**config.mk**
```make
export PLATFORM = sky130hd
export DESIGN_NAME = bmul_arbiter
export DESIGN_NICKNAME = d
export VERILOG_FILES = /design/src/rtl/bmul_arbiter.sv
export SDC_FILE = /design/constraint.sdc
export NUM_CORES = 1
export LEC_CHECK = 0
export ABC_AREA = 1
export CAP_MARGIN = 20
export CELL_PAD_IN_SITES_DETAIL_PLACEMENT = 1
export CELL_PAD_IN_SITES_GLOBAL_PLACEMENT = 2
export CORE_AREA = 2 2 134 136
export CTS_CLUSTER_DIAMETER = 60
export DETAILED_ROUTE_END_ITERATION = 10
export DIE_AREA = 0 0 136 138
export GPL_ROUTABILITY_DRIVEN = 0
export PLACE_DENSITY = 0.77
export SKIP_CTS_REPAIR_TIMING = 1
export SLEW_MARGIN = 10
export SYNTH_ARGS = -nofsm -noshare
export SYNTH_HDL_FRONTEND = slang
export SYNTH_SLANG_ARGS = --single-unit
```
**constraint.sdc**
```tcl
create_clock -name clk -period 2 [get_ports clk]
set_input_delay 0.2 -clock clk [delete_from_list [all_inputs] [get_ports clk]]
set_output_delay 0.2 -clock clk [all_outputs]
set_load 0.01 [all_outputs]
```
**src/rtl/bmul_arbiter.sv**
```systemverilog
// ---------------------------------------------------------------------------
// bmul_arbiter
//   Shares one bmul fixed-point multiplier between two requesters.
//   A request (two 8.8 operands) is granted round-robin, issued to bmul with
//   a one-cycle mul_in_rdy pulse, and the 16.16 result is returned with the
//   owning requester id. A watchdog aborts an operation whose result never
//   arrives and reports it through res_err. No arithmetic is done here;
//   operand and result bytes pass through bit-exact.
//
// Parameters
//   TIMEOUT   cycles allowed in WAIT before aborting (2..255)
//
// Ports
//   clk, rst                      clock, synchronous active-high reset
//   reqN_valid/reqN_a/reqN_b      requester N operation (held until ack)
//   reqN_ack                      one-cycle acceptance of requester N
//   mul_{a,b}_{int,dec}           operand bytes to bmul
//   mul_in_rdy                    one-cycle start pulse to bmul
//   mul_res_{int1,int2,dec1,dec2} bmul result bytes, MSB first
//   mul_res_rdy                   bmul result valid pulse
//   res_out/res_valid/res_id      result, one-cycle strobe, owner id
//   res_err                       with res_valid: operation timed out
//   busy                          high in every state except IDLE
// ---------------------------------------------------------------------------
module bmul_arbiter #(
    parameter int TIMEOUT = 64
) (
    input  logic        clk,
    input  logic        rst,
    input  logic        req0_valid,
    input  logic [15:0] req0_a,
    input  logic [15:0] req0_b,
    output logic        req0_ack,
    input  logic        req1_valid,
    input  logic [15:0] req1_a,
    input  logic [15:0] req1_b,
    output logic        req1_ack,
    output logic [7:0]  mul_a_int,
    output logic [7:0]  mul_a_dec,
    output logic [7:0]  mul_b_int,
    output logic [7:0]  mul_b_dec,
    output logic        mul_in_rdy,
    input  logic [7:0]  mul_res_int1,
    input  logic [7:0]  mul_res_int2,
    input  logic [7:0]  mul_res_dec1,
    input  logic [7:0]  mul_res_dec2,
    input  logic        mul_res_rdy,
    output logic [31:0] res_out,
    output logic        res_valid,
    output logic        res_id,
    output logic        res_err,
    output logic        busy
);

    typedef enum logic [1:0] {
        S_IDLE  = 2'd0,
        S_ISSUE = 2'd1,
        S_WAIT  = 2'd2,
        S_DONE  = 2'd3
    } state_t;

    // Last counter value tolerated in WAIT; the counter starts at 0 on entry.
    localparam logic [7:0] CNT_LAST = 8'(TIMEOUT - 1);

    state_t      r_state;
    logic        r_ptr;       // requester preferred on the next tie
    logic [7:0]  r_cnt;
    logic        r_id;        // requester owning the operation in flight
    logic        r_ack0;
    logic        r_ack1;
    logic        r_in_rdy;
    logic [7:0]  r_a_int;
    logic [7:0]  r_a_dec;
    logic [7:0]  r_b_int;
    logic [7:0]  r_b_dec;
    logic [31:0] r_res_out;
    logic        r_res_valid;
    logic        r_res_id;
    logic        r_res_err;
    logic        r_busy;

    logic        w_any;
    logic        w_tie;
    logic        w_gid;
    logic [15:0] w_ga;
    logic [15:0] w_gb;

    // A lone requester always wins; the pointer only decides ties.
    assign w_any = req0_valid | req1_valid;
    assign w_tie = req0_valid & req1_valid;
    assign w_gid = w_tie ? r_ptr : req1_valid;
    assign w_ga  = w_gid ? req1_a : req0_a;
    assign w_gb  = w_gid ? req1_b : req0_b;

    always_ff @(posedge clk) begin
        if (rst) begin
            r_state     <= S_IDLE;
            r_ptr       <= 1'b0;
            r_cnt       <= 8'd0;
            r_id        <= 1'b0;
            r_ack0      <= 1'b0;
            r_ack1      <= 1'b0;
            r_in_rdy    <= 1'b0;
            r_a_int     <= 8'd0;
            r_a_dec     <= 8'd0;
            r_b_int     <= 8'd0;
            r_b_dec     <= 8'd0;
            r_res_out   <= 32'd0;
            r_res_valid <= 1'b0;
            r_res_id    <= 1'b0;
            r_res_err   <= 1'b0;
            r_busy      <= 1'b0;
        end else begin
            case (r_state)
                S_IDLE: begin
                    if (w_any) begin
                        // Operands are latched straight into the bmul-facing
                        // registers so they are already stable during ISSUE.
                        r_id     <= w_gid;
                        r_a_int  <= w_ga[15:8];
                        r_a_dec  <= w_ga[7:0];
                        r_b_int  <= w_gb[15:8];
                        r_b_dec  <= w_gb[7:0];
                        r_ack0   <= ~w_gid;
                        r_ack1   <= w_gid;
                        r_in_rdy <= 1'b1;
                        r_busy   <= 1'b1;
                        if (w_tie)
                            r_ptr <= ~r_ptr;
                        r_state  <= S_ISSUE;
                    end
                end
                S_ISSUE: begin
                    r_ack0   <= 1'b0;
                    r_ack1   <= 1'b0;
                    r_in_rdy <= 1'b0;
                    r_cnt    <= 8'd0;
                    r_state  <= S_WAIT;
                end
                S_WAIT: begin
                    // A result arriving on the expiry cycle still wins.
                    if (mul_res_rdy) begin
                        r_res_out   <= {mul_res_int1, mul_res_int2,
                                        mul_res_dec1, mul_res_dec2};
                        r_res_err   <= 1'b0;
                        r_res_valid <= 1'b1;
                        r_res_id    <= r_id;
                        r_state     <= S_DONE;
                    end else if (r_cnt == CNT_LAST) begin
                        r_res_out   <= 32'd0;
                        r_res_err   <= 1'b1;
                        r_res_valid <= 1'b1;
                        r_res_id    <= r_id;
                        r_state     <= S_DONE;
                    end else begin
                        r_cnt <= r_cnt + 8'd1;
                    end
                end
                S_DONE: begin
                    // res_out/res_id/res_err hold until the next DONE.
                    r_res_valid <= 1'b0;
                    r_busy      <= 1'b0;
                    r_state     <= S_IDLE;
                end
                default: r_state <= S_IDLE;
            endcase
        end
    end

    assign req0_ack   = r_ack0;
    assign req1_ack   = r_ack1;
    assign mul_in_rdy = r_in_rdy;
    assign mul_a_int  = r_a_int;
    assign mul_a_dec  = r_a_dec;
    assign mul_b_int  = r_b_int;
    assign mul_b_dec  = r_b_dec;
    assign res_out    = r_res_out;
    assign res_valid  = r_res_valid;
    assign res_id     = r_res_id;
    assign res_err    = r_res_err;
    assign busy       = r_busy;

endmodule

```
==> metrics.cfg, run 1 <==
[drt]
post_drt_wl_per_cell_um = 14.8
viasPerCell = 4.26
antenna_left = 0
wl_mm = 13.2
first_iter_violations = 139
first_pass_iters = 4
drc = 0
vias = 3802

[power_and_ir_drop]
ir_drop_mv = 0.513
p_leak_uw = 0.00241
cellPowerDensity_mw_per_mm2 = 1060

[timing]
setup_viol = 0
holdWs_ps = 417
relSlewSlack_pct = 61.8
drv_slew = 0
hold_viol_final = 0
setup_ws_ps = 304
period_needed_ps = 1700
worst_pin_slew_ps = 572
tns_ps = 0
rsz0062_at_grt = false
max_clock_freq_mhz = 590
post-route-period-util_pct = 84.8
fin_worst_skew_ps = 9.14

[cts]
clk_pin_slew_ps = 60
clkLatencyLatePin_ps = 340
ctsLongestPathBuffers = 2
cts_max_level = 3
cts_buffers = 9
clock_sinks = 83
cts_tree = done
cts-root-buf = clkbuf_16

[worst_setup_path]
reg2reg_depth = 7
startpoint = r_state[0]$_SDFFE_PP0P_
rr_endpoint = r_cnt[3]$_SDFFE_PP0P_
critPathCaptureType = flop
worstPathArrival_ps = 1970
r2r_setup_slack_ps = 300
path_class = flop to flop
crit_fanout = 7
cp-start-kind = flop
required_ps = 2280
critical_path.endpoint = r_cnt[3]$_SDFFE_PP0P_
r2r_start = r_state[0]$_SDFFE_PP0P_

[yosys]
syn_inst = 498
ys_ff_latch = 83
yosysSeqAreaShare_pct = 44.2
synth_flop_cell = dfxtp_1
synth.distinct_cells = 28
yosysTopAreaCell = dfxtp_1
synth_edf_count = 0
synthTopCellsByArea = dfxtp_1 (44%), nand2_1 (16%), nand3_1 (6.7%)
syn_avg_cell_area_um2 = 7.54
ys_warn_count = 0
yosysMostFrequentCell = nand2_1
yosysTopAreaCellShare_pct = 44.2
syn_nets = 605
syn_area_mm2 = 0.00376
synth_common_cells = nand2_1 (161), dfxtp_1 (83), nand3_1 (50)
synthArstFlopShare_pct = 0

[grt]
gr-total-overflow = 0
antenna_found_initial = 0
grt_pass1_wl_mm = 21.0
grt_pass1_vias = 4008
grt.total_usage_pct = 14.2
grt_max_degree = 43

[place]
dp_hpwl_mm = 9.83
placed_area_mm2 = 0.00565
io_buffer_count = 171
dp_worst_setup_slack_ps = 174

[worst_hold_path]
hold_class = input pin to flop

[floorplan]
die_y_um = 138
fp.dieW_um = 136
die-area_mm2 = 0.0188
initial_core_util_pct = 21.4
core_mm2 = 0.0175
fp-row-count = 49
io-pin-count = 172

[job]
maxCapViolCount = 0

[run_status]
status = complete, no violations

[final_layout]
nets = 766
design_area_mm2 = 0.00595
fin_util_pct = 33.9
syn_to_final_growth_pct = 58.4
layout-drive-gt1-share_pct = 8.28
antenna-diode-count = 0

==> state kept, by name (all words and copies together), names as in the netlist, 2 cells and up <==
name / flops
res_out: 32
mul_b_dec: 8
mul_a_dec: 8
r_cnt: 8
mul_a_int: 8
r_state: 2
mul_b_int: 8
==> metal layers <==
metal  vias to the layer above  GRT usage (%)  part of all wire, %
li1                       1929              -                    -
met1                      1792           16.2                   40
met2                        64           26.0                   54
met3                        17           2.13                  3.5
met4                         0           6.09                  2.3
met5                         -              0                    0
==> critical path, stage by stage, from the launching register on <==
cell	delay (ps)
dfxtp_1	390
inv_1	110
ha_1	300
inv_2	170
nand2_1	240
nand2_2	220
nand2_1	80
a21oi_2	110
==> where the power goes <==
group	switching [uW]	internal, uW	leakage (uW)
registers	204	2000	0.000679
clock network	680	1000	0.000139
logic	1270	1170	0.00160
total	2150	4180	0.00241
==> how the worst min path moves through the flow <==
stage / from / endpoint / slack, ps / cells after the start
floorplan: mul_res_int2[7] / res_out[23]$_SDFFE_PP0P_ / 350 / 2
global placement: res_out[0]$_SDFFE_PP0P_ / res_out[0]$_SDFFE_PP0P_ / 450 / 2
detailed placement: res_out[8]$_SDFFE_PP0P_ / res_out[8]$_SDFFE_PP0P_ / 460 / 2
CTS: mul_res_dec2[4] / res_out[4]$_SDFFE_PP0P_ / 400 / 3
global route: mul_res_dec1[3] / res_out[11]$_SDFFE_PP0P_ / 420 / 3
finish: mul_res_dec2[7] / res_out[7]$_SDFFE_PP0P_ / 420 / 3
==> cells by family after synthesis <==
group | after synthesis | share of synthesized area [%]
buffers and inverters | 85 | 10.9
adder cells (fa/ha/maj) | 6 | 2.00
flip-flops | 83 | 44.2
AND/OR/NAND/NOR | 235 | 27.2
AO/OA/AOI/OAI | 89 | 15.7
==> layout make-up <==
cell class | count | area [um2]
inverter | 56 | 210
clock inverter | 4 | 50.0
timing repair buffer | 179 | 1810
fill | 2110 | 11600
clock buffer | 12 | 246
tap | 229 | 287
multi-input combinational | 330 | 1690
sequential | 83 | 1660
==> cells in the final DEF (no fill, tap or decap), types with 7 or more instances in the layout <==
cell type and count:
clkdlybuf4s50_1 171, nand3_1 50, nor2_1 11, dfxtp_1 83
inv_1 47, o211ai_1 28, clkbuf_16 9, nand2_1 161
a21oi_1 41, a21oi_2 7, inv_2 9
==> stage by stage <==
stage / std cells / total power (uW)
after floorplan: 498 / 3570
after global placement: 877 / 4650
after detailed placement: 877 / 4730
after CTS: 893 / 6460
after global routing: 893 / 6770
final: 893 / 6330
Power figures use the tool's default switching activity.
==> inputs of run 2 (changes only) <==
clock period = 1.8 ns   (was 2 ns; I/O delays follow)
==> run 2 against run 1 <==
Sequential cell count is the same. First-iteration DRC count decreased by 7.9%. Hold slack got worse by 30 ps. Largest power group unchanged.
==> metrics.cfg, run 2 (synthesis gave the netlist of run 1 again) <==
[drt]
wl_mm = 13.4  ; +1.8%
drc = 0  ; unchanged
vias = 3860  ; +1.5%
first_pass_iters = 4  ; unchanged
post_drt_wl_per_cell_um = 15.0  ; +1.4%
viasPerCell = 4.30  ; +1.1%
first_iter_violations = 128  ; -7.9%
antenna_left = 0  ; unchanged

[timing]
setup_viol = 0  ; unchanged
rsz0062_at_grt = false
fin_worst_skew_ps = 9.59  ; +0.447 ps
max_clock_freq_mhz = 631  ; +7.0%
period_needed_ps = 1580  ; -111 ps
hold_viol_final = 0  ; unchanged
worst_pin_slew_ps = 567  ; -4.77 ps
tns_ps = 0  ; unchanged
drv_slew = 0  ; unchanged
post-route-period-util_pct = 88.0  ; +3.2 points
relSlewSlack_pct = 62.2  ; +0.32 points

[grt]
grt_max_degree = 41  ; -4.7%
grt_pass1_wl_mm = 21.6  ; +3.1%
gr-total-overflow = 0  ; unchanged
grt_pass1_vias = 4100  ; +2.3%
grt.total_usage_pct = 14.6  ; +0.36 points
antenna_found_initial = 0  ; unchanged

[final_layout]
final_cell_mix = clkdlybuf4s50_1 (171), nand2_1 (161), dfxtp_1 (83)
regArea_mm2 = 0.00166  ; unchanged
layout-drive-gt1-share_pct = 9.13  ; +0.85 points
largest_reg_flops = 32  ; unchanged
stdcell_count = 897  ; +0.45%
multi_input_area_mm2 = 0.00169  ; +0.52%
final_common_cell = clkdlybuf4s50_1
syn_to_final_growth_pct = 61.2
nets = 770  ; +0.52%
antenna-diode-count = 0  ; unchanged
fillers = 2117  ; +0.33%

[cts]
ctsLongestPathBuffers = 2  ; unchanged
cts_tree = done
clk_pin_slew_ps = 70  ; about the same
cts_max_level = 3  ; unchanged
cts_buffers = 9  ; unchanged
cts-root-buf = clkbuf_16
clock_sinks = 83  ; unchanged
clkLatencyLatePin_ps = 350  ; about the same

[worst_setup_path]
critPathCaptureType = flop
max_stage_delay_ps = 370  ; -20 ps
r2r_setup_slack_ps = 220  ; -90 ps
cp-start-kind = flop
path_cells = ha_1, nand3_1, inv_2, nand2_4, nand2_2, nand2_8, nand2_1, a21oi_1
worstPathArrival_ps = 1800  ; -170 ps
path_class = flop to flop
crit_fanout = 33  ; +26
required_ps = 2020  ; -260 ps
worst_path_max_delay_cell = dfxtp_1

[job]
maxCapViolCount = 0  ; unchanged

[power_and_ir_drop]
cellPowerDensity_mw_per_mm2 = 1230  ; +16%
ir_drop_mv = 0.521  ; +1.6%
p_leak_uw = 0.00246  ; +2.0%

[run_status]
status = complete, no violations

[floorplan]
io-pin-count = 172  ; unchanged
fp.dieW_um = 136  ; unchanged
die_y_um = 138  ; unchanged
fp-row-count = 49  ; unchanged
die-area_mm2 = 0.0188  ; unchanged
initial_core_util_pct = 21.4  ; unchanged
core_mm2 = 0.0175  ; unchanged

[worst_hold_path]
hold_class = input pin to flop

[place]
place_inst = 881  ; +0.46%
io_buffer_count = 171  ; unchanged
dp_hpwl_mm = 9.85  ; +0.14%

-- run 2: cell types whose count changed in the layout (fill, tap and decap cells not counted) --
| cell | before | now |
|---|---|---|
| nand2_8 | 0 | 1 |
| buf_12 | 3 | 4 |
| bufinv_16 | 1 | 3 |
| clkinvlp_4 | 2 | 1 |
| clkbuf_1 | 2 | 0 |
| inv_6 | 0 | 1 |
| buf_4 | 5 | 8 |
| nand2_4 | 3 | 2 |
-- run 2: through the flow --
stage	hold WS (ps)	worst slack, ps	util, %	total power (uW)	instance area (um2)
2_1_floorplan	328	396	-	3960	3760
3_3_place_gp	448	90.9	32.5	5240	5700
3_5_place_dp	457	15.1	32.5	5330	5700
4_1_cts	370	115	34.5	7600	6050
5_1_grt	375	31.3	34.5	7970	6050
6_report	387	215	34.5	7470	6050
-- run 2: layout make-up --
| cell class | count | share of cell area (%) |
|---|---|---|
| repair buffers | 183 | 30.6 |
| multi-input cells | 330 | 28.0 |
| flip-flops and latches | 83 | 27.4 |
| well taps | 229 | 4.73 |
| clock buffers | 10 | 3.95 |
| inverters | 56 | 3.47 |
| clock inverters | 6 | 1.84 |
-- run 2: metal layers --
metal / GRT usage [%] / wire [um] / part of all wire, %
met1: 16.4 / 5560 / 41
met2: 27.1 / 7200 / 54
met3: 2.57 / 437 / 3.3
met4: 5.43 / 238 / 1.8
met5: 0 / 0 / 0
-- run 2: final timing paths --
kind | startpoint | to | cells past startpoint
setup / recovery | r_cnt[1]$_SDFFE_PP0P_ | res_out[10]$_SDFFE_PP0P_ | 8
hold / removal | mul_res_dec2[3] | res_out[3]$_SDFFE_PP0P_ | 3
setup reg to reg | r_cnt[1]$_SDFFE_PP0P_ | res_out[10]$_SDFFE_PP0P_ | 8
hold reg to reg | res_out[17]$_SDFFE_PP0P_ | res_out[17]$_SDFFE_PP0P_ | 2
-- run 2: report_power, final --
group | total (uW) | switching, uW | internal [uW]
Clock | 2190 | 797 | 1400
Sequential | 2450 | 223 | 2220
Combinational | 2830 | 1450 | 1370
-- run 2: worst max-delay path: cells and delay by family, from the launching register on --
family | cells | cell delay (ps)
adders and majority gates | 1 | 220
AOI/OAI and AO/OA | 1 | 70
DFF | 1 | 370
and+or+nand+nor | 5 | 640
buffers and inverters | 1 | 130
==> edit: new RTL, settings of run 2 <==
Register the output `res_err` once more, without a reset; this adds one clock of latency there. The other outputs are not delayed to match.
--- a/src/rtl/bmul_arbiter.sv
+++ b/src/rtl/bmul_arbiter.sv
@@ -178,5 +178,7 @@
     assign res_valid  = r_res_valid;
     assign res_id     = r_res_id;
-    assign res_err    = r_res_err;
+    always_ff @(posedge clk) begin
+        res_err <= r_res_err;
+    end
     assign busy       = r_busy;
 
Behaviour: same outputs for any inputs over 10 cycles, from zero or initial values and one cycle with rst high; that may be too few to reach the edited logic, so the function may still have changed.
==> edit against run 2 <==
  * Routed wire length decreased by 0.81%
  * Power decreased by 1.3%
  * Area after synthesis increased by 0.53%
  * First-iteration DRC count increased by 13%
  * Sequential cell count increased by 1
  * Setup slack got worse by 44 ps
  * Sequential share of layout area increased by 0.46 points
  * Critical path depth unchanged
  * Cell count decreased by 0.22%
  * Critical path type unchanged
  * Final area decreased by 0.45%
  * Highest routed layer unchanged
==> edit: results (changes against run 2) <==
stage;metric;value;unit;change
outcome;status;finished, final reports clean;;unchanged
pwr;total_leakage_power;0.00246;uW;about the same
synthesis;yosys-top-cells-count;161 x nand2_1, 84 x dfxtp_1, 50 x nand3_1;;was 161 x nand2_1, 83 x dfxtp_1, 50 x nand3_1
pwr;vdd_drop_max;503;uV;was 521 uV
worst_setup_path;arrival;1830;ps;was 1800 ps
clock_network;path_clk_slew;60;ps;
routing;drt_iter0_drc;145;;was 128
global_route;grt_pass1_vias;4245;;was 4100
pwr;switching_share;32.7;%;was 33.1%
clock_network;htree_levels;3;;unchanged
routing;met3WireLength;431;microns;was 437 microns
sta;skew;6.26;ps;was 9.59 ps
synthesis;ys_warn_count;0;;unchanged
synthesis;ys_top_cells_by_area;dfxtp_1 45%, nand2_1 16%, nand3_1 6.6%;;was dfxtp_1 44%, nand2_1 16%, nand3_1 6.7%
worst_setup_path;rr_worst_depth;8;;unchanged
global_route;grtUsageTotal;14.3;%;was 14.6%
worst_hold_path;hold_class;register to register;;was input pin to register
global_route;grt_antenna_before_repair;0;;unchanged
worst_setup_path;cpLargestDelayFamily;simple AND/OR/NAND/NOR gates;;unchanged
synthesis;avgSynthCellArea;7.57;sq um;was 7.54 sq um
placement;dp_cells;880;;was 881
worst_hold_path;min_from;r_res_err;;was mul_res_dec2[3]
placement;dp_slack;41.1;ps;was 15.1 ps
worst_hold_path;whs_path_depth;0;;was 3
sta;relSlewSlack;62.2;%;about the same
global_route;grt_max_degree;56;;was 41
routing;routed_wirelength;13300;microns;was 13400 microns
synthesis;synthArstFlopShare;0;%;unchanged
worst_setup_path;reg2reg_from;r_cnt[1];;unchanged
finish;final_cells;895;;was 897
synthesis;synth.net_count;606;;was 605
global_route;grt_pass1_wl;21400;microns;was 21600 microns
clock_network;cts-root-buf;clkbuf_16;;unchanged
finish;fill_cells;2108;;was 2117
placement;post-dp-hpwl;9920;microns;was 9850 microns
finish;drive_above_1_share;8.71;%;was 9.13%
finish;diodes;0;;unchanged
finish;final_nets;769;;was 770
routing;met2_length;7020;microns;was 7200 microns
worst_setup_path;critPathLaunchType;register;;unchanged
clock_network;clk-insertion-delay-late;340;ps;
routing;routed.top_layer;met4;;unchanged
routing;met1_length;5500;microns;was 5560 microns
synthesis;synth-seq-area-share;44.5;%;was 44.2%
routing;via_per_inst;4.33;;was 4.30
routing;drt-pass1-iter-count;6;;was 4
placement;numPortBuffers;171;;unchanged
edit: worst register-to-register path, delay by kind of cell (launching register included):
family,cells,cell delay (ps)
buf+inv,1,130
fa+ha+maj,1,210
flops,1,370
simple gates,5,720
compound gates,1,70
edit: metrics by stage:
| stage | power (uW) | hold slack [ps] | area (sq um) |
|---|---|---|---|
| floorplan | 3990 | 328 | 3780 |
| global placement | 5220 | 342 | 5690 |
| detailed placement | 5320 | 343 | 5690 |
| CTS | 7500 | 355 | 6030 |
| global route | 7840 | 361 | 6030 |
| finish | 7370 | 352 | 6030 |
edit: power by group through the flow:
stage	Sequential (uW)	Combinational, uW	Clock (uW)
floorplan	2650	1340	0
global placement	2500	2720	0
detailed placement	2510	2810	0
CTS	2480	2820	2200
global route	2520	3060	2270
finish	2470	2770	2130
edit: layout make-up:
class	count	share of cell area [%]
clock inverters	5	1.66
clock buffers	10	3.97
inverters	56	3.49
well taps	229	4.75
multi-input cells	330	28.0
repair buffers	181	30.3
flip-flops and latches	84	27.9
edit: worst paths after layout:
path              slack, ps     endpoint
setup reg to reg        170  res_out[22]
hold / removal          350      res_err
setup / recovery        170  res_out[22]
hold reg to reg         350      res_err
edit: layer usage:
metal,track usage [%],vias up
met5,0,-
met4,6.69,0
met3,1.65,24
met2,26.8,70
met1,15.9,1838
li1,-,1939
edit: cells by family (layout without fill, tap and decap cells):
family / Yosys count / in the layout / synth area share (%)
adder cells (fa/ha/maj): 6 / 6 / 1.99
AO/OA/AOI/OAI: 89 / 89 / 15.6
flip-flops: 84 / 84 / 44.5
AND/OR/NAND/NOR: 235 / 235 / 27.0
buffers and inverters: 85 / 252 / 10.8
